$ cat src/rtl/proc_pkg.sv
// Shared types for the pipeline hazard controller: FSM states and forwarding selects.
package proc_pkg;

    typedef enum logic [1:0] {
        RUN     = 2'd0,
        LDSTALL = 2'd1,
        BRFLUSH = 2'd2
    } hz_state_t;

    typedef logic [1:0] fwd_sel_t;

    localparam fwd_sel_t FWD_RF = 2'b00;
    localparam fwd_sel_t FWD_W  = 2'b01;
    localparam fwd_sel_t FWD_M  = 2'b10;

endpackage

$ cat src/rtl/fwd_unit.sv
// Combinational operand-forwarding select for both execute-stage operands.
// Memory stage wins over writeback; register 0 is not special-cased.
module fwd_unit
    import proc_pkg::*;
#(
    parameter int unsigned M = 4
) (
    input  logic [M-1:0] rA_E,
    input  logic [M-1:0] rB_E,
    input  logic [M-1:0] regScr_M,
    input  logic         regw_M,
    input  logic [M-1:0] regScr_W,
    input  logic         regw_W,
    output fwd_sel_t     fwdA_E,
    output fwd_sel_t     fwdB_E
);

    function automatic fwd_sel_t pick(input logic [M-1:0] src);
        if (regw_M && (regScr_M == src)) begin
            return FWD_M;
        end else if (regw_W && (regScr_W == src)) begin
            return FWD_W;
        end
        return FWD_RF;
    endfunction

    // Each operand is resolved independently.
    always_comb begin
        fwdA_E = pick(rA_E);
        fwdB_E = pick(rB_E);
    end

endmodule

$ cat src/rtl/hazard_ctrl.sv
// Pipeline hazard controller: load-use bubbles, taken-branch flushes and forwarding selects.
// Optional statistics counters are built when HZ_STATS_EN is defined.
module hazard_ctrl
    import proc_pkg::*;
#(
    parameter int unsigned M      = 4,
    parameter int unsigned LD_LAT = 1,
    parameter int unsigned BR_PEN = 2,
    parameter int unsigned CW     = 16
) (
    input  logic         clk,
    input  logic         rst,
    input  logic [M-1:0] rA_D,
    input  logic [M-1:0] rB_D,
    input  logic [M-1:0] rA_E,
    input  logic [M-1:0] rB_E,
    input  logic [M-1:0] regScr_E,
    input  logic         regw_E,
    input  logic         regmem_E,
    input  logic         brtaken_E,
    input  logic [M-1:0] regScr_M,
    input  logic         regw_M,
    input  logic [M-1:0] regScr_W,
    input  logic         regw_W,
    output logic         stall_F,
    output logic         stall_D,
    output logic         flush_D,
    output logic         flush_E,
    output logic [1:0]   fwdA_E,
    output logic [1:0]   fwdB_E,
    output logic         busy
`ifdef HZ_STATS_EN
    ,
    output logic [CW-1:0] stall_cnt,
    output logic [CW-1:0] flush_cnt
`endif
);

    localparam int unsigned MAXP = (LD_LAT > BR_PEN) ? LD_LAT : BR_PEN;
    localparam int unsigned CNTW = $clog2(MAXP) + 1;
    // First-cycle penalty is spent in RUN, so the counter starts two below the total.
    localparam logic [CNTW-1:0] LD_INIT = (LD_LAT > 1) ? CNTW'(LD_LAT - 2) : '0;
    localparam logic [CNTW-1:0] BR_INIT = (BR_PEN > 1) ? CNTW'(BR_PEN - 2) : '0;

    hz_state_t       state_q, state_d;
    logic [CNTW-1:0] cnt_q, cnt_d;
    logic            load_use;
    logic            br_accept;
    fwd_sel_t        fwd_a, fwd_b;

    assign load_use = regw_E && regmem_E && ((regScr_E == rA_D) || (regScr_E == rB_D));

    // State and bubble counter; reset aborts any pending sequence.
    always_ff @(posedge clk or negedge rst) begin
        if (!rst) begin
            state_q <= RUN;
            cnt_q   <= '0;
        end else begin
            state_q <= state_d;
            cnt_q   <= cnt_d;
        end
    end

    // Next state and same-cycle stall/flush controls; all forced low while in reset.
    always_comb begin
        state_d   = state_q;
        cnt_d     = cnt_q;
        stall_F   = 1'b0;
        stall_D   = 1'b0;
        flush_D   = 1'b0;
        flush_E   = 1'b0;
        br_accept = 1'b0;
        if (rst) begin
            unique case (state_q)
                RUN: begin
                    if (brtaken_E) begin
                        br_accept = 1'b1;
                        flush_D   = 1'b1;
                        flush_E   = 1'b1;
                        if (BR_PEN > 1) begin
                            state_d = BRFLUSH;
                            cnt_d   = BR_INIT;
                        end
                    end else if (load_use) begin
                        stall_F = 1'b1;
                        stall_D = 1'b1;
                        flush_E = 1'b1;
                        if (LD_LAT > 1) begin
                            state_d = LDSTALL;
                            cnt_d   = LD_INIT;
                        end
                    end
                end
                LDSTALL: begin
                    // E holds a bubble, so neither branch nor load-use can be seen here.
                    stall_F = 1'b1;
                    stall_D = 1'b1;
                    flush_E = 1'b1;
                    if (cnt_q == '0) begin
                        state_d = RUN;
                    end else begin
                        cnt_d = cnt_q - CNTW'(1);
                    end
                end
                BRFLUSH: begin
                    flush_D = 1'b1;
                    if (cnt_q == '0) begin
                        state_d = RUN;
                    end else begin
                        cnt_d = cnt_q - CNTW'(1);
                    end
                end
                default: begin
                    state_d = RUN;
                    cnt_d   = '0;
                end
            endcase
        end
    end

    fwd_unit #(
        .M(M)
    ) u_fwd (
        .rA_E    (rA_E),
        .rB_E    (rB_E),
        .regScr_M(regScr_M),
        .regw_M  (regw_M),
        .regScr_W(regScr_W),
        .regw_W  (regw_W),
        .fwdA_E  (fwd_a),
        .fwdB_E  (fwd_b)
    );

    // Forwarding selects follow the inputs but read as regfile while in reset.
    always_comb begin
        fwdA_E = rst ? fwd_a : FWD_RF;
        fwdB_E = rst ? fwd_b : FWD_RF;
    end

    assign busy = (state_q != RUN);

`ifdef HZ_STATS_EN
    logic [CW-1:0] stall_cnt_q, flush_cnt_q;

    // Saturating event counters.
    always_ff @(posedge clk or negedge rst) begin
        if (!rst) begin
            stall_cnt_q <= '0;
            flush_cnt_q <= '0;
        end else begin
            if (stall_D && (stall_cnt_q != '1)) begin
                stall_cnt_q <= stall_cnt_q + CW'(1);
            end
            if (br_accept && (flush_cnt_q != '1)) begin
                flush_cnt_q <= flush_cnt_q + CW'(1);
            end
        end
    end

    assign stall_cnt = stall_cnt_q;
    assign flush_cnt = flush_cnt_q;
`else
    logic unused_stats;
    assign unused_stats = br_accept ^ (CW != 0);
`endif

endmodule
$ cat config.mk
export PLATFORM = sky130hd
export DESIGN_NAME = hazard_ctrl
export DESIGN_NICKNAME = d
export VERILOG_FILES = /design/src/rtl/proc_pkg.sv /design/src/rtl/fwd_unit.sv /design/src/rtl/hazard_ctrl.sv
export SDC_FILE = /design/constraint.sdc
export NUM_CORES = 1
export LEC_CHECK = 0
export CAP_MARGIN = 10
export CORE_MARGIN = 5
export CORE_UTILIZATION = 33
export DETAILED_ROUTE_END_ITERATION = 12
export PLACE_DENSITY = 0.94
export REMOVE_ABC_BUFFERS = 1
export SYNTH_ARGS = -nofsm -noshare
export SYNTH_HDL_FRONTEND = slang
export SYNTH_SLANG_ARGS = --single-unit
$ cat constraint.sdc
create_clock -name clk -period 4 [get_ports clk]
set_clock_uncertainty 0.2 [all_clocks]
set_input_delay 0.8 -clock clk [delete_from_list [all_inputs] [get_ports clk]]
set_output_delay 0.8 -clock clk [all_outputs]
set_load 0.03 [all_outputs]
# Yosys cells after proc, flatten, opt, wreduce, memory -nomap -nowiden
# Index checks and enable logic that the tools add are counted.
# W data, S select, Z words.
dict set report word_totals {
  ff_bits 4
  input_bits 35
}
dict set report op_classes {
  add_sub_neg 1
  eq_ne 11
  muxes 28
  reduce_logical 13
}
# cell count
set op_table {}
lappend op_table {{$eq A4 B4 Y1} 6}
lappend op_table {{$mux W2} 12}
lappend op_table {{$mux W1} 11}
lappend op_table {{$pmux W2 S2} 2}
lappend op_table {{$logic_and A1 B1 Y1} 6}
lappend op_table {{$pmux W1 S2} 3}
lappend op_table {{$reduce_and A3 Y1} 2}
lappend op_table {{$logic_not A2 Y1} 2}
lappend op_table {{$ne A2 B2 Y1 const B} 2}
lappend op_table {{$eq A2 B1 Y1 const B} 1}
lappend op_table {{$eq A2 B2 Y1 const B} 1}
lappend op_table {{$ne A2 B1 Y1 const B} 1}
lappend op_table {{$reduce_bool A2 Y1} 1}
lappend op_table {{$reduce_or A2 Y1} 1}
lappend op_table {{$sub A2 B1 Y2 const B} 1}
lappend op_table {{$logic_or A1 B1 Y1} 1}

# Depth between registers and ports, before layout
# Gate-level depths: netlist of run 1.
dict set report depth {
  depth_word 7
  mapped_depth 6
  depth_no_buf 6
}

# Cells and area by module
# Synthesis of run 1 repeated with hierarchy kept, for this count alone.
dict set report unflattened {
  hier_cells 68
  hier_area_um2 513.0
}
# module instances cells_each area_each_um2
set modules_own_cells {}
lappend modules_own_cells {hazard_ctrl 1 39 299.0}
lappend modules_own_cells {fwd_unit 1 29 214.0}

# Least setup slack after synthesis of run 1
# No wires, ideal clock.
dict set report synth_timing {
  path_kind {input -> output}
  from {input rA_D[2]}
  to {output stall_F}
  arrival_time_ps 2016
  required_ps 3000
  setup_slack_ps 984
  cell_stages 5
  path_buffers 1
  cell_sequence {xor2_1 -> nor4_1 -> o21ai_0 -> nor2_1 -> buf_4}
}
dict set report synth_between {
  elab_chain_len 7
}
# element line
set synth_rtl {}
lappend synth_rtl {{from (decl)} hazard_ctrl.sv:13} ;# input logic [M-1:0] rA_D,
lappend synth_rtl {{$eq A4 B4 Y1} hazard_ctrl.sv:51} ;# assign load_use = regw_E && regmem_E && ((regScr_E == rA_D) || (regScr_E == rB_D));
lappend synth_rtl {{$logic_or A1 B1 Y1} hazard_ctrl.sv:51}
lappend synth_rtl {{$logic_and A1 B1 Y1} hazard_ctrl.sv:51}
lappend synth_rtl {{$mux W1 (2 in series)} n/a}
lappend synth_rtl {{$pmux W1 S2} n/a}
lappend synth_rtl {{$mux W1} n/a}
lappend synth_rtl {{to (decl)} hazard_ctrl.sv:25} ;# output logic stall_F,
# No other way between the ends.

# Final worst setup path of run 1
dict set report layout_timing {
  from {input regScr_E[1]}
  to {output stall_D}
}
dict set report layout_between {
  elab_chain_len 7
  word_cells_on_any_way 8
}
# element line
set layout_rtl {}
lappend layout_rtl {{from (decl)} hazard_ctrl.sv:17} ;# input logic [M-1:0] regScr_E,
lappend layout_rtl {{$eq A4 B4 Y1} hazard_ctrl.sv:51}
lappend layout_rtl {{$logic_or A1 B1 Y1 (*)} hazard_ctrl.sv:51}
lappend layout_rtl {{$logic_and A1 B1 Y1 (*)} hazard_ctrl.sv:51}
lappend layout_rtl {{$mux W1 (*)} hazard_ctrl.sv:84} ;# end else if (load_use) begin
lappend layout_rtl {{$mux W1 (*)} hazard_ctrl.sv:76} ;# if (brtaken_E) begin
lappend layout_rtl {{$pmux W1 S2 (*)} hazard_ctrl.sv:74} ;# unique case (state_q)
lappend layout_rtl {{$mux W1 (*)} hazard_ctrl.sv:73} ;# if (rst) begin
lappend layout_rtl {{to (decl)} hazard_ctrl.sv:26} ;# output logic stall_D,
# Mark *: on every way between the ends. The rest lies on a longest branch, timed or not.

==> out/results.tsv, run 1 <==
stage	metric	value	unit
run_status	status	finished, final reports clean	
synthesis	synth-seq-area-share	0.152	
hold_path	worstHoldStart	cnt_q[1]	
synthesis	yosysUniqueCellTypes	18	
critical_path	crit_path_max_incr_delay	690	ps
synthesis	async_flop_share	1.00	
clocking	cts_resized	0	
die	ios	44	
hold_path	hp-class	reg2reg	
critical_path	worstSetupEndpointType	output port	
placement	dp_hpwl	1450	um
global_routing	antenna_found_initial	0	
sta	fin_crit_sh	0.920	
sta	rsz0062_at_grt	false	
drt	vias	613	
synthesis	synth_warnings	0	
finish	nets	144	
placement	dp_cells	119	
finish	drive_gt1_frac	0.0748	
pwr	irDropWorstVdd	0.249	mV
placement	gp_congestion	0.731	
die	start_util	0.337	
critical_path	arrival	2680	ps
critical_path	critical_path_class	in2out	
critical_path	crit_chain	clkdlybuf4s50_1, xor2_1, nor4_1, o21ai_0, nor2_1, clkdlybuf4s50_1	
sta	hold_viol	0	
clocking	cts_tree	yes	
die	coreArea	0.00147	mm^2
synthesis	synth_area	495	um^2
die	die_area	0.00238	mm^2
drt	via_per_inst	4.98	
finish	ff_latch_area	75.1	um^2
pwr	power.density	284	mW/mm^2
sta	report.final.setup_viol	0	
finish	final_cells	123	
synthesis	ys_seq_elements	3	
synthesis	synthTopCellsByCount	18 x xor2_1, 7 x o21ai_0, 6 x nand2_1, 6 x xnor2_1	
clocking	cts_max_path_buffers	2	
placement	port_buffers	43	
sta	fin_tns_setup	0	ps
global_routing	grt_pass1_vias	641	
clocking	tritoncts.num_buffers	3	
sta	fin_crit	3680	ps
drt	wl_met2	760	um
die	rows	14	
clocking	cts_setup_buffers	0	
synthesis	ys_top_cells_by_area	xor2_1 32%, dfrtp_1 15%, xnor2_1 11%, o21ai_0 7.1%, a2111oi_2 6.1%	
global_routing	grt_overflow	0	
critical_path	r2r_setup_slack	2590	ps
drt	wl_met1	675	um
drt	ant_nets	0	
hold_path	hold_end	cnt_q[1]	
synthesis	synthFlopType	dfrtp_1	
finish	fill_cells	137	
drt	top_layer	met4	
drt	met3_length	179	um
drt	wire_per_inst	13.3	um
critical_path	cp_slowest_cell	clkdlybuf4s50_1	
hold_path	hold_depth	2	
synthesis	synth_area_per_cell	8.26	um^2
clocking	insertion_delay	240	ps
critical_path	crit_top_cell	clkdlybuf4s50_1	
sta	fmax	272	MHz
clocking	cts-htree-levels	1	
drt	wirelength	1630	um
clocking	cts_sinks	3	
critical_path	worst_setup_path_start_kind	input pin	
die	die_x	48.8	um
sta	worst_slew_pin_slew	337	ps
global_routing	grt_max_degree	9	
global_routing	grt_pass1_wl	2780	um
pwr	cellLeakagePower	0.382	nW
synthesis	synth_top_cell_area_share	0.318	
synthesis	postSynthCellCount	60	
pwr	finalPower	276	uW
critical_path	cp.required	3000	ps
job	drv_cap	0	
finish	area_growth	96.2	%
synthesis	post-synth-top-count-cell	xor2_1	
finish	finalCoreUtilization	0.661	
drt	drtPass1Iterations	4	
finish	multiInputGateArea	402	um^2
sta	maxSlewViolCount	0	
critical_path	r2r_cells	6	
synthesis	synth-edff-count	0	
clocking	clk_pin_slew	30	ps
clocking	ctsHoldBuffers	0	
critical_path	r2r-start	cnt_q[0]	
finish	n_antenna_cell	0	
clocking	ctsRootBufferMaster	clkbuf_4	
global_routing	grt_use_total	0.146	
critical_path	critPathMaxFanout	2	
sta	slew_headroom	0.774	
die	die_h	48.8	um
synthesis	synth_top_area_cell	xor2_1	
critical_path	worstReg2RegEnd	cnt_q[1]	
drt	dr.first_iter.drc_count	4	
drt	drc	0	
-- kinds of logic after synthesis --
kind of cell,Yosys count,share of synthesized area
DFF,3,0.152
xor gates and xnor gates,24,0.424
adders and majority gates,1,0.0252
AOI/OAI and AO/OA,11,0.154
and+or+nand+nor,17,0.207
buffers and inverters,4,0.0379
-- critical path: cells and delay by family --
kind,cells,cell delay [ps]
and+or+nand+nor,2,420
xor gates and xnor gates,1,180
AOI/OAI and AO/OA,1,130
buffers and inverters,2,1140
-- state kept, by name (all words and copies together), names as in the netlist --
register  flops
cnt_q         2
state_q       1
-- layout make-up --
type / count / area share
Inverter: 3 / 0.0116
Multi-Input combinational cell: 53 / 0.413
Tap cell: 16 / 0.0206
Sequential cell: 3 / 0.0772
Clock buffer: 4 / 0.0270
Timing Repair Buffer: 44 / 0.450
-- how the worst max path moves through the flow --
stage | to | from | cells past startpoint | slack (ps)
after floorplan | stall_D | rA_D[2] | 4 | 920
after global placement | fwdB_E[0] | regScr_M[3] | 5 | 330
after detailed placement | stall_D | regScr_E[1] | 6 | 310
after CTS | stall_D | regScr_E[1] | 6 | 310
after global routing | fwdA_E[0] | rA_E[3] | 5 | 190
final | stall_D | regScr_E[1] | 6 | 320
-- layer usage --
metal	GRT usage	vias to the layer above
li1	-	302
met1	0.172	275
met2	0.250	34
met3	0.0460	2
met4	0.0404	0
met5	0	-
-- layout by cell type (no fill, tap or decap) --
| master | count |
|---|---|
| buf_4 | 1 |
| inv_1 | 3 |
| clkdlybuf4s50_1 | 43 |
| clkbuf_4 | 3 |
| dfrtp_1 | 3 |
| o21ai_0 | 7 |
| nand3_1 | 2 |
| a2111oi_2 | 2 |
| ha_1 | 1 |
| nor4_1 | 2 |
| nor4_2 | 2 |
| a31oi_1 | 1 |
| xor2_1 | 18 |
| and4b_1 | 1 |
| clkbuf_1 | 1 |
| nand2_1 | 6 |
| nor2_1 | 1 |
| and3_1 | 2 |
| a21oi_1 | 1 |
| xnor2_1 | 6 |
| nand2b_1 | 1 |
-- metrics by stage --
| step | hold slack [ps] | setup slack, ps | cell area [um^2] |
|---|---|---|---|
| 2_1_floorplan | 304 | 917 | 488 |
| 6_report | 389 | 320 | 972 |
| 4_1_cts | 383 | 306 | 972 |
| 5_1_grt | 403 | 195 | 972 |
| 3_5_place_dp | 377 | 307 | 946 |
| 3_3_place_gp | 362 | 329 | 946 |
-- power by group --
part | internal (mW) | switching [mW]
sequential | 0.0456 | 0.0139
combinational | 0.0829 | 0.0795
clock | 0.0374 | 0.0169
total | 0.166 | 0.110
(Power assumes the default switching activity.)
==> run 2: changes to the inputs <==
--- a/config.mk
+++ b/config.mk
@@ -10,7 +10,6 @@
 export CORE_UTILIZATION = 33
 export DETAILED_ROUTE_END_ITERATION = 12
 export PLACE_DENSITY = 0.94
-export REMOVE_ABC_BUFFERS = 1
 export SYNTH_ARGS = -nofsm -noshare
 export SYNTH_HDL_FRONTEND = slang
 export SYNTH_SLANG_ARGS = --single-unit
==> run 2 against run 1 <==
Utilization unchanged. Routed wire length decreased by 0.55%. Non-clock buffer count unchanged. Flip-flop and latch count unchanged. Setup slack got worse by 36 ps. Critical path type unchanged. Critical endpoint is now stall_F. Largest cell class unchanged.
==> out/results.tsv, run 2 (synthesis gave the netlist of run 1 again) <==
stage	metric	value	unit	change
run_status	status	finished, final reports clean		
finish	regMostFlops	cnt_q		
hold_path	hold_end	cnt_q[1]		
sta	maxSlewViolCount	0		unchanged
finish	area_growth	96.2	%	unchanged
clocking	cts_setup_buffers	0		unchanged
global_routing	grt_overflow	0		unchanged
critical_path	crit_top_cell	clkdlybuf4s50_1		
critical_path	cp_slowest_cell	clkdlybuf4s50_1		
drt	via_per_inst	4.82		-3.3%
sta	worst_slew_pin_slew	316	ps	-21.6 ps
critical_path	r2r_setup_slack	2560	ps	-30 ps
critical_path	worstReg2RegEnd	cnt_q[1]		
global_routing	grt_max_degree	9		unchanged
placement	gp_congestion	0.735		+0.57%
sta	slew_headroom	0.788		+0.0133
sta	fmax	269	MHz	-0.96%
die	die_h	48.8	um	unchanged
global_routing	grt_pass1_wl	2600	um	-6.4%
clocking	ctsRootBufferMaster	clkbuf_4		
drt	dr.first_iter.drc_count	7		+3
critical_path	cp.required	3000	ps	about the same
critical_path	crit_path_max_incr_delay	700	ps	about the same
clocking	cts-htree-levels	1		unchanged
finish	final_cells	123		unchanged
finish	drive_gt1_frac	0.0748		unchanged
clocking	clk_pin_slew	30	ps	about the same
finish	layout_common_cells	43 x clkdlybuf4s50_1, 18 x xor2_1, 7 x o21ai_0		
critical_path	worstSetupEndpointType	output port		
clocking	insertion_delay	230	ps	about the same
critical_path	critPathMaxFanout	2		unchanged
clocking	cts_sinks	3		unchanged
finish	nets	144		unchanged
sta	fin_crit	3720	ps	+35.7 ps
die	die_area	0.00238	mm^2	unchanged
sta	rsz0062_at_grt	false		
drt	ant_nets	0		unchanged
drt	drc	0		unchanged
synthesis	synth_fp_nets	96		
critical_path	worst_setup_path_start_kind	input pin		
hold_path	hp-class	reg2reg		
critical_path	cp_top_family	buffers and inverters		
critical_path	r2r-start	cnt_q[0]		
placement	port_buffers	43		unchanged
die	start_util	0.337		unchanged
finish	final_common_cell	clkdlybuf4s50_1		
die	coreArea	0.00147	mm^2	unchanged
pwr	irDropWorstVdd	0.177	mV	-29%
pwr	finalPower	273	uW	-1.2%
placement	dp_cells	119		unchanged
clocking	cts_resized	0		unchanged
die	die_x	48.8	um	unchanged
sta	report.final.setup_viol	0		unchanged
drt	wire_per_inst	13.2	um	-0.55%
critical_path	critical_path_class	in2out		
hold_path	hold_depth	2		unchanged
sta	fin_crit_sh	0.929		+0.00892
clocking	cts_max_path_buffers	2		unchanged
critical_path	crit_chain	clkdlybuf4s50_1, xor2_1, nor4_1, o21ai_0, nor2_1, clkdlybuf4s50_1		
clocking	cts_tree	yes		
pwr	power.density	281	mW/mm^2	-1.2%
clocking	tritoncts.num_buffers	3		unchanged
drt	drtPass1Iterations	2		-2
critical_path	crit_buf_inv	2		unchanged
global_routing	grt_pass1_vias	623		-2.8%
global_routing	antenna_found_initial	0		unchanged
pwr	cellLeakagePower	0.382	nW	unchanged
placement	dp_hpwl	1490	um	+3.2%
global_routing	grt_use_total	0.136		-0.0101
job	drv_cap	0		unchanged
die	rows	14		unchanged
sta	hold_viol	0		unchanged
finish	largestRegisters	cnt_q: 2 flops, state_q: 1 flops		
finish	largest_register_ffs	2		unchanged
clocking	ctsHoldBuffers	0		unchanged
critical_path	arrival	2720	ps	+40 ps
hold_path	worstHoldStart	cnt_q[1]		
drt	vias	593		-3.3%
critical_path	r2r_cells	6		unchanged
drt	wirelength	1620	um	-0.55%
finish	n_antenna_cell	0		unchanged
sta	fin_tns_setup	0	ps	unchanged
die	ios	44		unchanged
run 2: cell counts in the layout (fill, tap and decap cells not counted):
Identical to the previous run, type by type.
run 2: worst register-to-register path, stage by stage, from the launching register on:
cell	delay, ps
dfrtp_1	360
inv_1	60
ha_1	240
nand2b_1	170
o21ai_0	160
nand2_1	70
o21ai_0	90
run 2: worst max path at each step:
stage / end / slack [ps] / from / depth (start not counted)
global placement: fwdA_E[0] / 330 / rA_E[3] / 5
CTS: fwdA_E[0] / 260 / rA_E[3] / 5
floorplan: stall_F / 980 / rA_D[2] / 5
finish: stall_F / 280 / regScr_E[2] / 6
detailed placement: fwdA_E[0] / 260 / rA_E[3] / 5
global route: stall_D / 110 / regScr_E[0] / 6
run 2: metrics by stage:
stage                     utilization  hold WS (ps)  cell area, um^2  setup slack [ps]
after global routing            0.661           415              972               105
after global placement          0.643           356              946               329
after CTS                       0.661           402              972               263
final                           0.661           395              972               284
after floorplan                     -           304              495               984
after detailed placement        0.643           397              946               263
run 2: area by class of cell:
| type | instances | area (um^2) |
|---|---|---|
| inverters | 3 | 11.3 |
| fillers | 128 | 499 |
| repair buffers | 44 | 438 |
| flip-flops and latches | 3 | 75.1 |
| clock buffers | 4 | 26.3 |
| well taps | 16 | 20.0 |
| multi-input cells | 53 | 402 |
run 2: metal layers:
metal | up-vias | GRT usage | wire, um
li1 | 304 | - | -
met2 | 26 | 0.250 | 856
met5 | - | 0 | 0
met4 | 0 | 0.0404 | 0
met1 | 263 | 0.146 | 611
met3 | 0 | 0.0399 | 155
run 2: power by group:
group,internal [mW],leakage [nW],switching [mW]
logic,0.0824,0.332,0.0790
clock network,0.0372,0.0150,0.0134
registers,0.0457,0.0357,0.0153
total,0.165,0.382,0.108
==> run 3: changes to the inputs <==
--- a/config.mk
+++ b/config.mk
@@ -10,6 +10,7 @@
 export CORE_UTILIZATION = 33
 export DETAILED_ROUTE_END_ITERATION = 12
 export PLACE_DENSITY = 0.94
+export SETUP_SLACK_MARGIN = 0.4
 export SYNTH_ARGS = -nofsm -noshare
 export SYNTH_HDL_FRONTEND = slang
 export SYNTH_SLANG_ARGS = --single-unit
==> constraint.sdc (replaced) <==
create_clock -name clk -period 4 [get_ports clk]
set_clock_uncertainty 0.2 [all_clocks]
set_input_delay 0.8 -clock clk [delete_from_list [all_inputs] [get_ports clk]]
set_output_delay 0.8 -clock clk [all_outputs]
set_load 0.005 [all_outputs]
==> run 3 against run 2 <==
Cell count stayed put. Sequential power is 1% lower. Hold slack improved by 3.3 ps. Via count unchanged. Fmax rose by 5.3%. Non-clock buffer count did not move. Flip-flop and latch count is the same. Clock-buffer cell count stayed put.
==> out/results.tsv, run 3 (synthesis gave the netlist of run 1 again) <==
stage	metric	value	unit	change
clocking	cts_max_path_buffers	2		unchanged
global_routing	grt_pass1_vias	586		-5.9%
die	die_h	48.8	um	unchanged
global_routing	grt_max_degree	9		unchanged
critical_path	crit_top_cell	clkdlybuf4s50_1		
global_routing	grt_pass1_wl	2590	um	-0.27%
die	start_util	0.337		unchanged
synthesis	synth_fp_nets	96		unchanged
drt	ant_nets	0		unchanged
sta	report.final.setup_viol	0		unchanged
placement	dp_hpwl	1430	um	-4.2%
drt	via_per_inst	4.82		unchanged
die	die_x	48.8	um	unchanged
critical_path	r2r-start	cnt_q[0]		
critical_path	cp-startpoint	regScr_E[1]		
clocking	insertion_delay	230	ps	about the same
clocking	clk_pin_slew	30	ps	about the same
job	drv_cap	0		unchanged
hold_path	worstHoldStart	cnt_q[1]		
sta	worst_slew_pin_slew	316	ps	-0.103 ps
run_status	status	finished, final reports clean		
sta	fin_crit_sh	0.882		-0.0472
critical_path	critPathMaxFanout	2		unchanged
clocking	cts_tree	yes		
critical_path	worstReg2RegEnd	cnt_q[1]		
critical_path	crit_chain	clkdlybuf4s50_1, xor2_1, nor4_1, o21ai_1, nor2_1, clkdlybuf4s50_1		
die	coreArea	0.00147	mm^2	unchanged
critical_path	cp_slowest_cell	clkdlybuf4s50_1		
sta	slew_headroom	0.788		about the same
finish	nets	144		unchanged
sta	hold-worst-slack	398	ps	+3.33 ps
sta	fin_crit	3530	ps	-189 ps
finish	layout_common_cells	42 x clkdlybuf4s50_1, 18 x xor2_1, 6 x xnor2_1, 6 x nand2_1, 6 x o21ai_0		
critical_path	crit_path_max_incr_delay	520	ps	-180 ps
placement	postPlaceCellArea	946	um^2	unchanged
drt	vias	593		unchanged
drt	drtPass1Iterations	4		+2
finish	largestRegisters	cnt_q: 2 flops, state_q: 1 flops		
clocking	tritoncts.num_buffers	3		unchanged
clocking	ctsRootBufferMaster	clkbuf_4		
clocking	cts_sinks	3		unchanged
finish	final_common_cell	clkdlybuf4s50_1		
drt	wirelength	1580	um	-2.9%
critical_path	arrival	2530	ps	-190 ps
global_routing	grt_overflow	0		unchanged
sta	maxSlewViolCount	0		unchanged
finish	ff_latch_area	75.1	um^2	unchanged
sta	fmax	284	MHz	+5.3%
critical_path	r2r_cells	6		unchanged
hold_path	hold_end	cnt_q[1]		
finish	fill_cells	121		-5.5%
placement	gp_congestion	0.737		+0.22%
hold_path	hold_depth	2		unchanged
global_routing	antenna_found_initial	0		unchanged
hold_path	hp-class	reg2reg		
global_routing	grt_use_total	0.134		-0.00197
sta	hold_viol	0		unchanged
finish	regMostFlops	cnt_q		
placement	port_buffers	43		unchanged
die	rows	14		unchanged
drt	drc	0		unchanged
critical_path	worstSetupEndpointType	output port		
drt	wire_per_inst	12.8	um	-2.9%
sta	rsz0062_at_grt	false		
pwr	power.density	259	mW/mm^2	-7.6%
finish	final_cell_area	981	um^2	+0.90%
pwr	irDropWorstVdd	0.187	mV	+5.5%
die	ios	44		unchanged
clocking	cts-htree-levels	1		unchanged
finish	area_growth	98.0	%	
clocking	cts_setup_buffers	0		unchanged
drt	dr.first_iter.drc_count	6		-1
critical_path	worst_setup_path_start_kind	input pin		
critical_path	crit_buf_inv	2		unchanged
finish	multiInputGateArea	408	um^2	+1.6%
sta	fin_tns_setup	0	ps	unchanged
finish	n_antenna_cell	0		unchanged
finish	drive_gt1_frac	0.0841		+0.00935
finish	largest_register_ffs	2		unchanged
pwr	cellLeakagePower	0.400	nW	+4.8%
critical_path	cp.required	3000	ps	about the same
critical_path	r2r_setup_slack	2570	ps	about the same
pwr	finalPower	255	uW	-6.7%
critical_path	cp_top_family	buffers and inverters		
die	die_area	0.00238	mm^2	unchanged
critical_path	critical_path_class	in2out		
## run 3: final cells by class
class | count | area share
timing repair buffer | 44 | 0.449
tap | 16 | 0.0204
multi-input combinational | 53 | 0.416
inverter | 3 | 0.0115
sequential | 3 | 0.0765
clock buffer | 4 | 0.0268
## run 3: routing by layer
metal,GRT usage,share of wire,vias up
li1,-,-,302
met1,0.146,0.41,261
met2,0.241,0.51,30
met3,0.0429,0.074,0
met4,0.0404,0,0
met5,0,0,-
## run 3: worst max-delay path by stage
stage | endpoint | slack [ps] | depth (start not counted)
floorplan | stall_F | 1420 | 5
global placement | fwdB_E[0] | 500 | 5
detailed placement | stall_F | 440 | 6
CTS | stall_F | 420 | 6
global route | stall_F | 400 | 6
finish | stall_F | 470 | 6
## run 3: worst min-delay path, delay by kind of cell, from the launching register on
kind / cells / cell delay (ps)
flops: 1 / 370
compound gates: 1 / 100
buf+inv: 1 / 80
## run 3: repair_timing
item / in CTS / in global routing
hold buffers: 0 / 0
setup endpoints to repair: 0 / 4
gates resized for setup: 0 / 3
## run 3: report_power, final
group	internal, mW	switching [mW]	leakage, nW
clock network	0.0372	0.0136	0.0150
logic	0.0824	0.0610	0.350
registers	0.0457	0.0147	0.0357
total	0.165	0.0892	0.400
## run 3: metrics by stage
stage / utilization / cells / setup WS (ps)
after detailed placement: 0.643 / 119 / 441
after global placement: 0.643 / 119 / 495
final: 0.667 / 123 / 473
after global routing: 0.667 / 123 / 402
after CTS: 0.661 / 123 / 424
after floorplan: - / 60 / 1420
